===== config.mk =====
export PLATFORM = sky130hd
export DESIGN_NAME = muldiv_seq
export DESIGN_NICKNAME = d
export VERILOG_FILES = /design/src/rtl/muldiv_seq.sv
export SDC_FILE = /design/constraint.sdc
export NUM_CORES = 1
export LEC_CHECK = 0
export BUFFER_PORTS_ARGS = -buffer_cell sky130_fd_sc_hd__buf_2
export CAP_MARGIN = 20
export CORE_MARGIN = 2
export CORE_UTILIZATION = 38
export CTS_CLUSTER_SIZE = 30
export DETAILED_ROUTE_END_ITERATION = 8
export PLACE_DENSITY = 0.56
export SLEW_MARGIN = 20
export SYNTH_ARGS = -nofsm -noshare
export SYNTH_HDL_FRONTEND = slang
export SYNTH_SLANG_ARGS = --single-unit

===== constraint.sdc =====
create_clock -name clk -period 9.4 [get_ports clk]
set_input_delay 0.94 -clock clk [delete_from_list [all_inputs] [get_ports clk]]
set_output_delay 0.94 -clock clk [all_outputs]
set_load 0.005 [all_outputs]

===== src/rtl/muldiv_seq.sv =====
// Iterative radix-2 multiply/divide unit (MUL, SMUL, UMUL, DIV) with a start/busy/done handshake.
// One shift-add or shift-subtract step per cycle; results and flags are registered on entry to DONE.
module muldiv_seq #(
  parameter int WIDTH = 32
) (
  input  logic             clk,
  input  logic             reset,
  input  logic             start,
  input  logic [2:0]       op,
  input  logic [WIDTH-1:0] a,
  input  logic [WIDTH-1:0] b,
  output logic             busy,
  output logic             done,
  output logic [WIDTH-1:0] result_lo,
  output logic [WIDTH-1:0] result_hi,
  output logic             flag_n,
  output logic             flag_z,
  output logic             dz
);

  localparam int CW = $clog2(WIDTH);
  localparam logic [CW-1:0] LAST = CW'(WIDTH - 1);
  localparam logic [2:0] OP_MUL  = 3'b100;
  localparam logic [2:0] OP_SMUL = 3'b101;
  localparam logic [2:0] OP_DIV  = 3'b111;

  typedef enum logic [1:0] {IDLE, CALC, DONE} state_t;

  state_t             state_reg, state_next;
  logic [CW-1:0]      cnt_reg, cnt_next;
  logic [2:0]         op_reg, op_next;
  logic               neg_reg, neg_next;
  logic [WIDTH-1:0]   hi_reg, hi_next, lo_reg, lo_next, m_reg, m_next;
  logic [WIDTH-1:0]   res_lo_reg, res_lo_next, res_hi_reg, res_hi_next;
  logic               flag_n_reg, flag_n_next, flag_z_reg, flag_z_next;
  logic               dz_reg, dz_next, busy_reg, busy_next, done_reg, done_next;

  logic [WIDTH:0]     mul_sum, div_sh, div_diff;
  logic [WIDTH-1:0]   step_hi, step_lo;
  logic [2*WIDTH-1:0] prod;

  always_comb begin
    state_next  = state_reg;
    cnt_next    = cnt_reg;
    op_next     = op_reg;
    neg_next    = neg_reg;
    hi_next     = hi_reg;
    lo_next     = lo_reg;
    m_next      = m_reg;
    res_lo_next = res_lo_reg;
    res_hi_next = res_hi_reg;
    flag_n_next = flag_n_reg;
    flag_z_next = flag_z_reg;
    dz_next     = dz_reg;

    // Multiply: hi accumulates, lo holds the multiplier and shifts out its LSB each step.
    mul_sum  = {1'b0, hi_reg} + (lo_reg[0] ? {1'b0, m_reg} : '0);
    // Divide: hi is the partial remainder, lo shifts dividend bits out and quotient bits in.
    div_sh   = {hi_reg, lo_reg[WIDTH-1]};
    div_diff = div_sh - {1'b0, m_reg};

    if (op_reg == OP_DIV) begin
      if (!div_diff[WIDTH]) begin
        step_hi = div_diff[WIDTH-1:0];
        step_lo = {lo_reg[WIDTH-2:0], 1'b1};
      end else begin
        step_hi = div_sh[WIDTH-1:0];
        step_lo = {lo_reg[WIDTH-2:0], 1'b0};
      end
    end else begin
      step_hi = mul_sum[WIDTH:1];
      step_lo = {mul_sum[0], lo_reg[WIDTH-1:1]};
    end

    prod = {step_hi, step_lo};
    if (op_reg == OP_SMUL && neg_reg)
      prod = -prod;

    case (state_reg)
      IDLE: begin
        if (start && op[2]) begin
          op_next  = op;
          cnt_next = '0;
          neg_next = a[WIDTH-1] ^ b[WIDTH-1];
          hi_next  = '0;
          if (op == OP_SMUL) begin
            lo_next = a[WIDTH-1] ? -a : a;
            m_next  = b[WIDTH-1] ? -b : b;
          end else begin
            lo_next = a;
            m_next  = b;
          end
          if (op == OP_DIV && b == '0) begin
            state_next  = DONE;
            res_lo_next = '0;
            res_hi_next = a;
            flag_n_next = 1'b0;
            flag_z_next = 1'b1;
            dz_next     = 1'b1;
          end else begin
            state_next = CALC;
          end
        end
      end
      CALC: begin
        hi_next  = step_hi;
        lo_next  = step_lo;
        cnt_next = cnt_reg + CW'(1);
        if (cnt_reg == LAST) begin
          state_next  = DONE;
          res_hi_next = prod[2*WIDTH-1:WIDTH];
          res_lo_next = prod[WIDTH-1:0];
          dz_next     = 1'b0;
          if (op_reg == OP_MUL || op_reg == OP_DIV) begin
            flag_n_next = prod[WIDTH-1];
            flag_z_next = (prod[WIDTH-1:0] == '0);
          end else begin
            flag_n_next = prod[2*WIDTH-1];
            flag_z_next = (prod == '0);
          end
        end
      end
      DONE:    state_next = IDLE;
      default: state_next = IDLE;
    endcase

    busy_next = (state_next == CALC);
    done_next = (state_next == DONE);
  end

  always_ff @(posedge clk) begin
    if (!reset) begin
      state_reg  <= IDLE;
      cnt_reg    <= '0;
      op_reg     <= '0;
      neg_reg    <= 1'b0;
      hi_reg     <= '0;
      lo_reg     <= '0;
      m_reg      <= '0;
      res_lo_reg <= '0;
      res_hi_reg <= '0;
      flag_n_reg <= 1'b0;
      flag_z_reg <= 1'b0;
      dz_reg     <= 1'b0;
      busy_reg   <= 1'b0;
      done_reg   <= 1'b0;
    end else begin
      state_reg  <= state_next;
      cnt_reg    <= cnt_next;
      op_reg     <= op_next;
      neg_reg    <= neg_next;
      hi_reg     <= hi_next;
      lo_reg     <= lo_next;
      m_reg      <= m_next;
      res_lo_reg <= res_lo_next;
      res_hi_reg <= res_hi_next;
      flag_n_reg <= flag_n_next;
      flag_z_reg <= flag_z_next;
      dz_reg     <= dz_next;
      busy_reg   <= busy_next;
      done_reg   <= done_next;
    end
  end

  assign busy      = busy_reg;
  assign done      = done_reg;
  assign result_lo = res_lo_reg;
  assign result_hi = res_hi_reg;
  assign flag_n    = flag_n_reg;
  assign flag_z    = flag_z_reg;
  assign dz        = dz_reg;

endmodule


# Yosys cells after proc, flatten, opt, wreduce, memory -nomap -nowiden
# Index checks and enable logic that the tools add are counted.
# word_totals
reg_bits	176
inputBits	70
out_inout_bits	69
wordCells	85
# classes
addsub	6
n_eq_ne	12
mux	40
bitwise_logic	1
reduce_logical	12
# op_table
operator	count
32-bit two-way mux	16
32-bit one-hot mux with 2 select lines	4
32-bit logical NOT	2
64-bit logical NOT	1
64-bit two-way mux	1
32-bit negator	2
64-bit negator	1
32-bit by 32-bit adder with 33-bit output	1
33-bit by 32-bit subtractor with 33-bit output	1
3-bit equality test, second input constant	5
1-bit two-way mux	10
5-bit one-hot mux with 2 select lines	1
2-bit two-way mux	3
2-bit inequality test, second input constant	3
1-bit one-hot mux with 2 select lines	3
5-bit by 1-bit adder with 5-bit output, second input constant	1
5-bit equality test, second input constant	1
5-bit two-way mux	1
2-bit by 1-bit equality test with 1-bit output, second input constant	2
2-bit one-hot mux with 2 select lines	1
2-bit AND reduction	2
4-bit AND reduction	1
1-bit logical AND	3
2-bit equality test, second input constant	1
other kinds (4)	4

# Logic depth before layout (Yosys ltp)
# Gate-level depths: netlist (run 1).
# depth
word_depth	9
ltp_mapped	28
ltp_nobuf	27

# Worst setup path after synthesis (run 1)
# Ideal clock, no wire load.
# synth_path
path_kind	register -> register
start	register lo_reg[31]
end	register flag_z_reg, in the netlist flag_z
setup_ns	0.069
arrival_ns	6.651
t_required_ns	9.331
path_slack_ns	2.680
path_stages_with_launch	29
path_buffers	1
period_less_slack_ns	6.720
cell_sequence	dfxtp_1 inv_1 ha_1 inv_1 fa_1 a211oi_1 o211ai_1 a211oi_1 o211ai_1 nand4_1 clkbuf_1 nor2_1 a21oi_1 ha_1 nor4b_1 nor3b_1 a21oi_1 xnor2_1 nor4b_2 nand3_1 or4b_1 or4_1 nor2_1 nand4_1 or4b_1 or4_1 nor4_1 nand4_1 o21ai_1
# synth_between
elab_chain_cells	9
elab_cells_between_ends	12
cone_classes	2 x add/sub; 8 x mux; 2 x reduce/logical
# synth_lines
item	line_no	rtl
start: declaration	33	logic [WIDTH-1:0] hi_reg, hi_next, lo_reg, lo_next, m_reg, m_next;
start signal: assignment	153	lo_reg <= lo_next;
33-bit by 32-bit subtractor with 33-bit output	60	div_diff = div_sh - {1'b0, m_reg};
1-bit two-way mux / 32-bit two-way mux (equally long branches)	63	if (!div_diff[WIDTH]) begin
32-bit two-way mux	62	if (op_reg == OP_DIV) begin
64-bit negator	77	prod = -prod;
64-bit two-way mux *	76	if (op_reg == OP_SMUL && neg_reg)
64-bit logical NOT / 32-bit logical NOT (equally long branches)	119, 116	
1-bit two-way mux *	114	if (op_reg == OP_MUL || op_reg == OP_DIV) begin
1-bit two-way mux *	109	if (cnt_reg == LAST) begin
1-bit one-hot mux with 2 select lines *	79	case (state_reg)
end signal: assignment	158	flag_z_reg <= flag_z_next;
end: declaration	35	logic flag_n_reg, flag_n_next, flag_z_reg, flag_z_next;
# Mark *: on every way between the ends. The rest lies on a longest branch, timed or not. The select of a mux whose other input is x is not followed.
# A chain may end at the register's enable or synchronous reset.

# Worst setup path in the final report (run 1)
# Ends and elaborated chain as after synthesis.

==> impl_metrics.csv, run 1 <==
group,metric,value,unit
timing,hold_viol_final,0,
yosys,synth-edff-count,0,
cts,htree_levels,4,
grt,grt_pass1_vias,14800,
detailed_routing,viasPerCell,6.10,
flow_run,drv_cap,0,
worst_hold_path,min_from,"result_lo[1]",
grt,grt.total_usage,27.1,%
yosys,syn_area_per_cell,7.47,sq um
timing,whs,0.465,ns
timing,worstMarginPinSlew,1.10,ns
pwr,ir_drop,100,uV
cells_and_area,insertedDiodeCount,0,
cts,cts_num_sinks,176,
yosys,ys_warn_count,0,
yosys,syn_nets,2216,
cts,clk_pin_slew_worst_paths,0.08,ns
critical_path,cp-end-kind,"flop",
yosys,ys_top_cells_by_area,"dfxtp_1 (23%), ha_1 (5.6%), nand2_1 (5.6%)",
place,post-dp-hpwl,44.2,mm
timing,setup_violations,0,
floorplanning,start_util,38.8,%
critical_path,r2r_slack,1.72,ns
cts,cts.path.max_buffers,2,
yosys,synth_cell_types,84,
cts,cts_setup_buffers,0,
worst_hold_path,min_path_type,"reg2reg",
yosys,netlist_instances,2075,
critical_path,worst_r2r_endpoint,"flag_z",
yosys,async_reset_ff_share,0,%
detailed_routing,first_pass_iters,5,
cts,cts_buffers,17,
yosys,seq_area_frac_synth,22.7,%
detailed_routing,routed_wirelength,58.4,mm
floorplanning,floorplan.die_area,42400,sq um
yosys,yosys_most_used_dff,"dfxtp_1",
timing,finClkSkew,0.0203,ns
timing,fin_tns_setup,0,ns
critical_path,rr_startpoint,"lo_reg[31]",
timing,maxSlewHeadroom,25.8,%
cts,cts_root_buf,"clkbuf_16",
grt,grt_max_degree,103,
critical_path,r2r_cells,27,
place,post-place-cells,2622,
cells_and_area,finalInstanceArea,17100,sq um
cells_and_area,stdcell_count,2652,
critical_path,worstPathRequired,9.80,ns
grt,overflow,0,
floorplanning,rows,73,
critical_path,criticalPathCategory,"reg2reg",
cells_and_area,areaGrowthSynthToFinish,10.1,%
place,place_area,16500,sq um
grt,grt_pass1_wl,88.7,mm
floorplanning,num_io_pins,139,
floorplanning,die_w,206,um
timing,max_clock_freq,0.130,GHz
status,status,"finished clean",
pwr,finalPower,1960,uW
critical_path,start_kind,"flop",
yosys,yosysTopAreaCell,"dfxtp_1",
place,gp_congestion,0.942,
critical_path,cp.arrival,8.09,ns
yosys,synth_seq_cells,176,
timing,rsz0062_at_grt,"false",
cts,cts_hold_buffers,0,
floorplanning,die_h,206,um
cells_and_area,nets,2257,
pwr,cellLeakagePower,0.00757,uW
pwr,power_density,115,nW/um^2
grt,antenna_found_initial,0,
detailed_routing,route.detailed.drc,0,
timing,fin_crit,7.68,ns
critical_path,critPathMaxFanout,7,
cts,cts_tree,"yes",
cts,clk_latency,0.46,ns
timing,fin_crit_sh,81.7,%
yosys,synth_top_area_share,22.7,%
detailed_routing,ant_nets,0,
worst_hold_path,min_delay_path_depth,2,
cells_and_area,drive_gt1_share,10.7,%
worst_hold_path,whs_endpoint,"result_lo[1]",
place,port-buffer-count,138,
yosys,synth_area,15500,sq um
detailed_routing,vias,16200,
floorplanning,coreArea,40000,sq um
cts,cts_resized,0,
detailed_routing,wire_per_inst,22.0,um
detailed_routing,drt_iter0_drc,1491,
cells_and_area,num-fill-cells,4180,
timing,drv_slew,0,
## kinds of logic after synthesis
kind of cell,share of synthesized area [%]
AOI/OAI and AO/OA,29.2
xor gates and xnor gates,8.02
adders and majority gates,5.83
buffers and inverters,4.99
DFF,22.7
muxes,3.79
and+or+nand+nor,25.4
## Yosys cell counts, types with 9 or more instances
| cell type | number |
|---|---|
| or4_1 | 10 |
| and4_1 | 9 |
| a221oi_1 | 20 |
| inv_1 | 54 |
| clkbuf_1 | 111 |
| nand4_1 | 28 |
| and2_1 | 93 |
| nor3_1 | 41 |
| nand2b_1 | 20 |
| o21ai_0 | 149 |
| xor2_1 | 51 |
| xnor2_1 | 91 |
| a41oi_1 | 11 |
| o211ai_1 | 34 |
| nand3_1 | 98 |
| o211a_1 | 50 |
| nand2_1 | 230 |
| or3_1 | 30 |
| o31ai_1 | 21 |
| a21o_1 | 29 |
| and3_1 | 24 |
| a31oi_1 | 32 |
| mux2i_1 | 52 |
| buf_2 | 12 |
| buf_1 | 12 |
| nor4_1 | 14 |
| o21a_1 | 22 |
| dfxtp_1 | 176 |
| ha_1 | 69 |
| nor2b_1 | 26 |
| nor2_1 | 116 |
| a21oi_1 | 122 |
| a21boi_0 | 37 |
| a211oi_1 | 41 |
## per-stage QoR
step / util, % / worst slack (ns)
6_report: 42.7 / 1.72
5_1_grt: 42.7 / 1.12
4_1_cts: 42.7 / 1.83
3_5_place_dp: 41.3 / 1.89
3_3_place_gp: 41.3 / 2.14
2_1_floorplan: - / 2.68
## layout make-up
class	instances	area (sq um)	share of cell area, %
Clock inverter	5	55.1	0.323
Inverter	54	203	1.19
Tap cell	525	657	3.85
Timing Repair Buffer	162	873	5.12
Sequential cell	176	3520	20.6
Multi-Input combinational cell	1705	11300	66.0
Clock buffer	25	495	2.90
## cells in the final DEF, fill, tap and decap left out, drive strengths merged, types with 54 or more instances in the layout
cell type  Yosys  final
nand2        230    230
buf           29    162
o21ai        153    153
xnor2         91     91
ha            69     69
a21oi        122    122
nor2         117    117
nand3         99     99
dfxtp        176    176
inv           54     54
and2          94     94
## worst max-delay path by stage
stage / slack, ns / depth (start not counted) / endpoint / start
final: 1.72 / 27 / flag_z / lo_reg[31]
after global routing: 1.12 / 27 / flag_z / lo_reg[31]
after CTS: 1.83 / 27 / flag_z / lo_reg[31]
after detailed placement: 1.89 / 27 / flag_z / lo_reg[31]
after global placement: 2.14 / 27 / flag_z / lo_reg[31]
after floorplan: 2.68 / 28 / flag_z / lo_reg[31]
## report_power, final
group,internal (uW),switching [uW],total [uW],leakage [uW]
combinational,156,284,440,0.00587
clock,390,328,718,0.000265
sequential,771,26.9,798,0.00143
total,1320,639,1960,0.00757
## critical path, cell delays in order (launching register included)
cell,delay [ns]
dfxtp_1,0.37
inv_1,0.09
ha_1,0.15
inv_1,0.05
fa_1,0.41
a211oi_1,0.39
o211ai_1,0.31
a211oi_1,0.29
o211ai_1,0.27
nand4_1,0.22
nor2_1,0.18
a21oi_1,0.27
ha_1,0.34
nor4b_1,0.33
nor3b_1,0.46
a21oi_1,0.15
xnor2_1,0.18
nor4b_2,0.29
nand3_1,0.11
or4b_1,0.47
or4_1,0.47
nor2_1,0.11
nand4_1,0.09
or4b_1,0.56
or4_1,0.50
nor4_1,0.27
nand4_1,0.15
o21ai_1,0.14
## layer usage
layer | part of all wire [%] | up-vias | track usage [%]
li1 | - | 7738 | -
met1 | 45 | 7751 | 36.9
met2 | 45 | 591 | 43.6
met3 | 6.0 | 89 | 3.72
met4 | 3.5 | 0 | 10.1
met5 | 0 | - | 0
No activity file was read; power rests on OpenSTA's default activity.
==> run 2, diff against run 1 <==
==> constraint.sdc (replaced) <==
create_clock -name clk -period 7.8 [get_ports clk]
set_input_delay 0.78 -clock clk [delete_from_list [all_inputs] [get_ports clk]]
set_output_delay 0.78 -clock clk [all_outputs]
set_load 0.005 [all_outputs]
==> run 2 against run 1 <==
  * Die area did not move
  * Critical path depth fell by 2
  * First-iteration DRC count rose by 2.5%
  * Utilization rose by 0.24 points
  * Global-route usage barely moved
  * Final cell count rose by 0.34%
  * Worst setup slack got worse by 1.2 ns
  * Clock-buffer cell count fell by 5
  * Power rose by 23%
  * Non-clock buffer count rose by 6
  * Combinational power rose by 21%
  * Critical path type unchanged
==> impl_metrics.csv, run 2 (same netlist as run 1, synthesis figures left out) <==
group,metric,value,unit
status,status,"finished clean",
timing,drv_slew,0,
cells_and_area,layout_common_cells,"nand2_1 (230), dfxtp_1 (176), o21ai_0 (149)",
cells_and_area,num-fill-cells,4192,
grt,grt.total_usage,27.1,%
cts,cts_tree,"yes",
cts,cts.path.max_buffers,2,
floorplanning,coreArea,40000,sq um
place,post-dp-hpwl,44.1,mm
floorplanning,die_w,206,um
cts,cts_num_sinks,176,
floorplanning,die_h,206,um
cts,htree_levels,4,
cells_and_area,nets,2263,
worst_hold_path,min_path_type,"reg2reg",
cts,clk_pin_slew_worst_paths,0.08,ns
pwr,switching_power,787,uW
critical_path,start_kind,"flop",
timing,fin_crit_sh,93.5,%
critical_path,r2r_slack,0.51,ns
critical_path,criticalPathCategory,"reg2reg",
cts,clk_latency,0.47,ns
pwr,power_density,141,nW/um^2
grt,overflow,0,
floorplanning,floorplan.die_area,42400,sq um
pwr,seq_power_share,39.8,%
detailed_routing,first_pass_iters,5,
timing,setup_violations,0,
grt,grt_pass1_vias,15000,
floorplanning,num_io_pins,139,
place,port-buffer-count,138,
critical_path,worstPathRequired,8.19,ns
pwr,cellLeakagePower,0.00762,uW
timing,hold_viol_final,0,
critical_path,cp.arrival,7.68,ns
detailed_routing,vias,16100,
critical_path,cp-end-kind,"flop",
critical_path,r2r_cells,25,
critical_path,cp-endpoint,"flag_z",
critical_path,rr_startpoint,"m_reg[26]",
place,gp_congestion,0.943,
timing,max_clock_freq,0.137,GHz
cts,cts_root_buf,"clkbuf_16",
grt,grt_pass1_wl,88.8,mm
critical_path,critPathMaxFanout,9,
detailed_routing,viasPerCell,6.06,
floorplanning,rows,73,
timing,rsz0062_at_grt,"false",
pwr,p_sw_share,32.6,%
critical_path,worst_r2r_endpoint,"flag_z",
cts,cts_hold_buffers,0,
cells_and_area,multi_input_area,11300,sq um
timing,finClkSkew,0.0201,ns
detailed_routing,drt_iter0_drc,1528,
pwr,power_frac_clock,38.2,%
timing,whs,0.470,ns
pwr,p_comb_share,22.0,%
timing,maxSlewHeadroom,15.9,%
detailed_routing,ant_nets,0,
cells_and_area,final_common_cell,"nand2_1",
timing,fin_crit,7.29,ns
floorplanning,start_util,38.8,%
cells_and_area,drive_gt1_share,11.1,%
critical_path,cp-startpoint,"m_reg[26]",
cells_and_area,register_area,3520,sq um
timing,fin_tns_setup,0,ns
detailed_routing,wire_per_inst,21.9,um
pwr,p_int,1630,uW
pwr,ir_drop,122,uV
cts,cts_buffers,17,
grt,antenna_found_initial,3,
timing,worstMarginPinSlew,1.24,ns
grt,grt_max_degree,105,
flow_run,drv_cap,0,
detailed_routing,routed_wirelength,58.2,mm
detailed_routing,route.detailed.drc,0,
cells_and_area,areaGrowthSynthToFinish,10.7,%
-- run 2: cell count changes in the layout (fill, tap and decap cells not counted) --
cell / previous run / this run
clkbuf_1: 4 / 3
nor3b_1: 3 / 2
clkbuf_8: 4 / 0
bufinv_16: 1 / 3
diode_2: 0 / 1
clkinvlp_4: 2 / 3
inv_6: 0 / 3
buf_4: 25 / 31
clkinv_4: 0 / 1
nor3b_2: 0 / 1
-- run 2: worst min-delay path by stage --
| stage | startpoint | endpoint | slack [ns] | cells past startpoint |
|---|---|---|---|---|
| CTS | result_hi[31] | result_hi[31] | 0.47 | 2 |
| global placement | result_hi[31] | result_hi[31] | 0.45 | 2 |
| floorplan | result_hi[31] | result_hi[31] | 0.45 | 2 |
| detailed placement | result_hi[31] | result_hi[31] | 0.46 | 2 |
| finish | result_hi[31] | result_hi[31] | 0.47 | 2 |
| global route | result_hi[31] | result_hi[31] | 0.50 | 2 |
-- run 2: worst max-delay path, cell delays in order, from the launching register on --
cell	delay (ns)
dfxtp_1	0.32
inv_1	0.07
ha_1	0.45
nand4_1	0.22
nor4_1	0.63
nand2_1	0.11
o211a_1	0.31
nand4_1	0.16
nor2_1	0.10
a21oi_1	0.20
ha_1	0.35
nor4b_1	0.34
nor3b_2	0.31
a21oi_1	0.12
xnor2_1	0.17
nor4b_2	0.29
nand3_1	0.12
or4b_1	0.47
or4_1	0.47
nor2_1	0.10
nand4_1	0.08
or4b_1	0.57
or4_1	0.52
nor4_1	0.35
nand4_1	0.18
o21ai_1	0.18
-- run 2: what timing repair did --
item / in CTS / in global routing
setup endpoints to repair: 0 / 1
buffers inserted: 0 / 0
gates resized for setup: 0 / 1
-- run 2: area by class of cell --
class                           instances  share of cell area [%]
Antenna cell                            1                  0.0146
Clock buffer                           20                    2.54
Clock inverter                         12                   0.919
Inverter                               54                    1.18
Multi-Input combinational cell       1705                    65.6
Sequential cell                       176                    20.5
Tap cell                              525                    3.83
Timing Repair Buffer                  168                    5.35
-- run 2: power groups by stage --
stage / sequential [uW] / combinational (uW) / clock, uW
floorplan: 968 / 366 / 0
global placement: 979 / 520 / 0
detailed placement: 981 / 521 / 0
CTS: 960 / 524 / 933
global route: 965 / 582 / 969
finish: 961 / 532 / 921
-- run 2: metal layers --
layer | part of all wire, % | track usage (%)
met1 | 46 | 36.3
met2 | 46 | 44.5
met3 | 5.1 | 3.61
met4 | 3.2 | 9.62
met5 | 0 | 0
-- run 2: per-stage QoR --
stage | setup slack (ns) | total power (uW) | instances | utilization, % | cell area, sq um
6_report | 0.507 | 2410 | 2661 | 42.9 | 17200
5_1_grt | 0.0998 | 2520 | 2661 | 42.9 | 17200
4_1_cts | 0.504 | 2420 | 2660 | 42.9 | 17200
3_5_place_dp | 0.569 | 1500 | 2628 | 41.4 | 16600
3_3_place_gp | 0.779 | 1500 | 2628 | 41.4 | 16600
2_1_floorplan | 1.08 | 1330 | 2075 | - | 15500
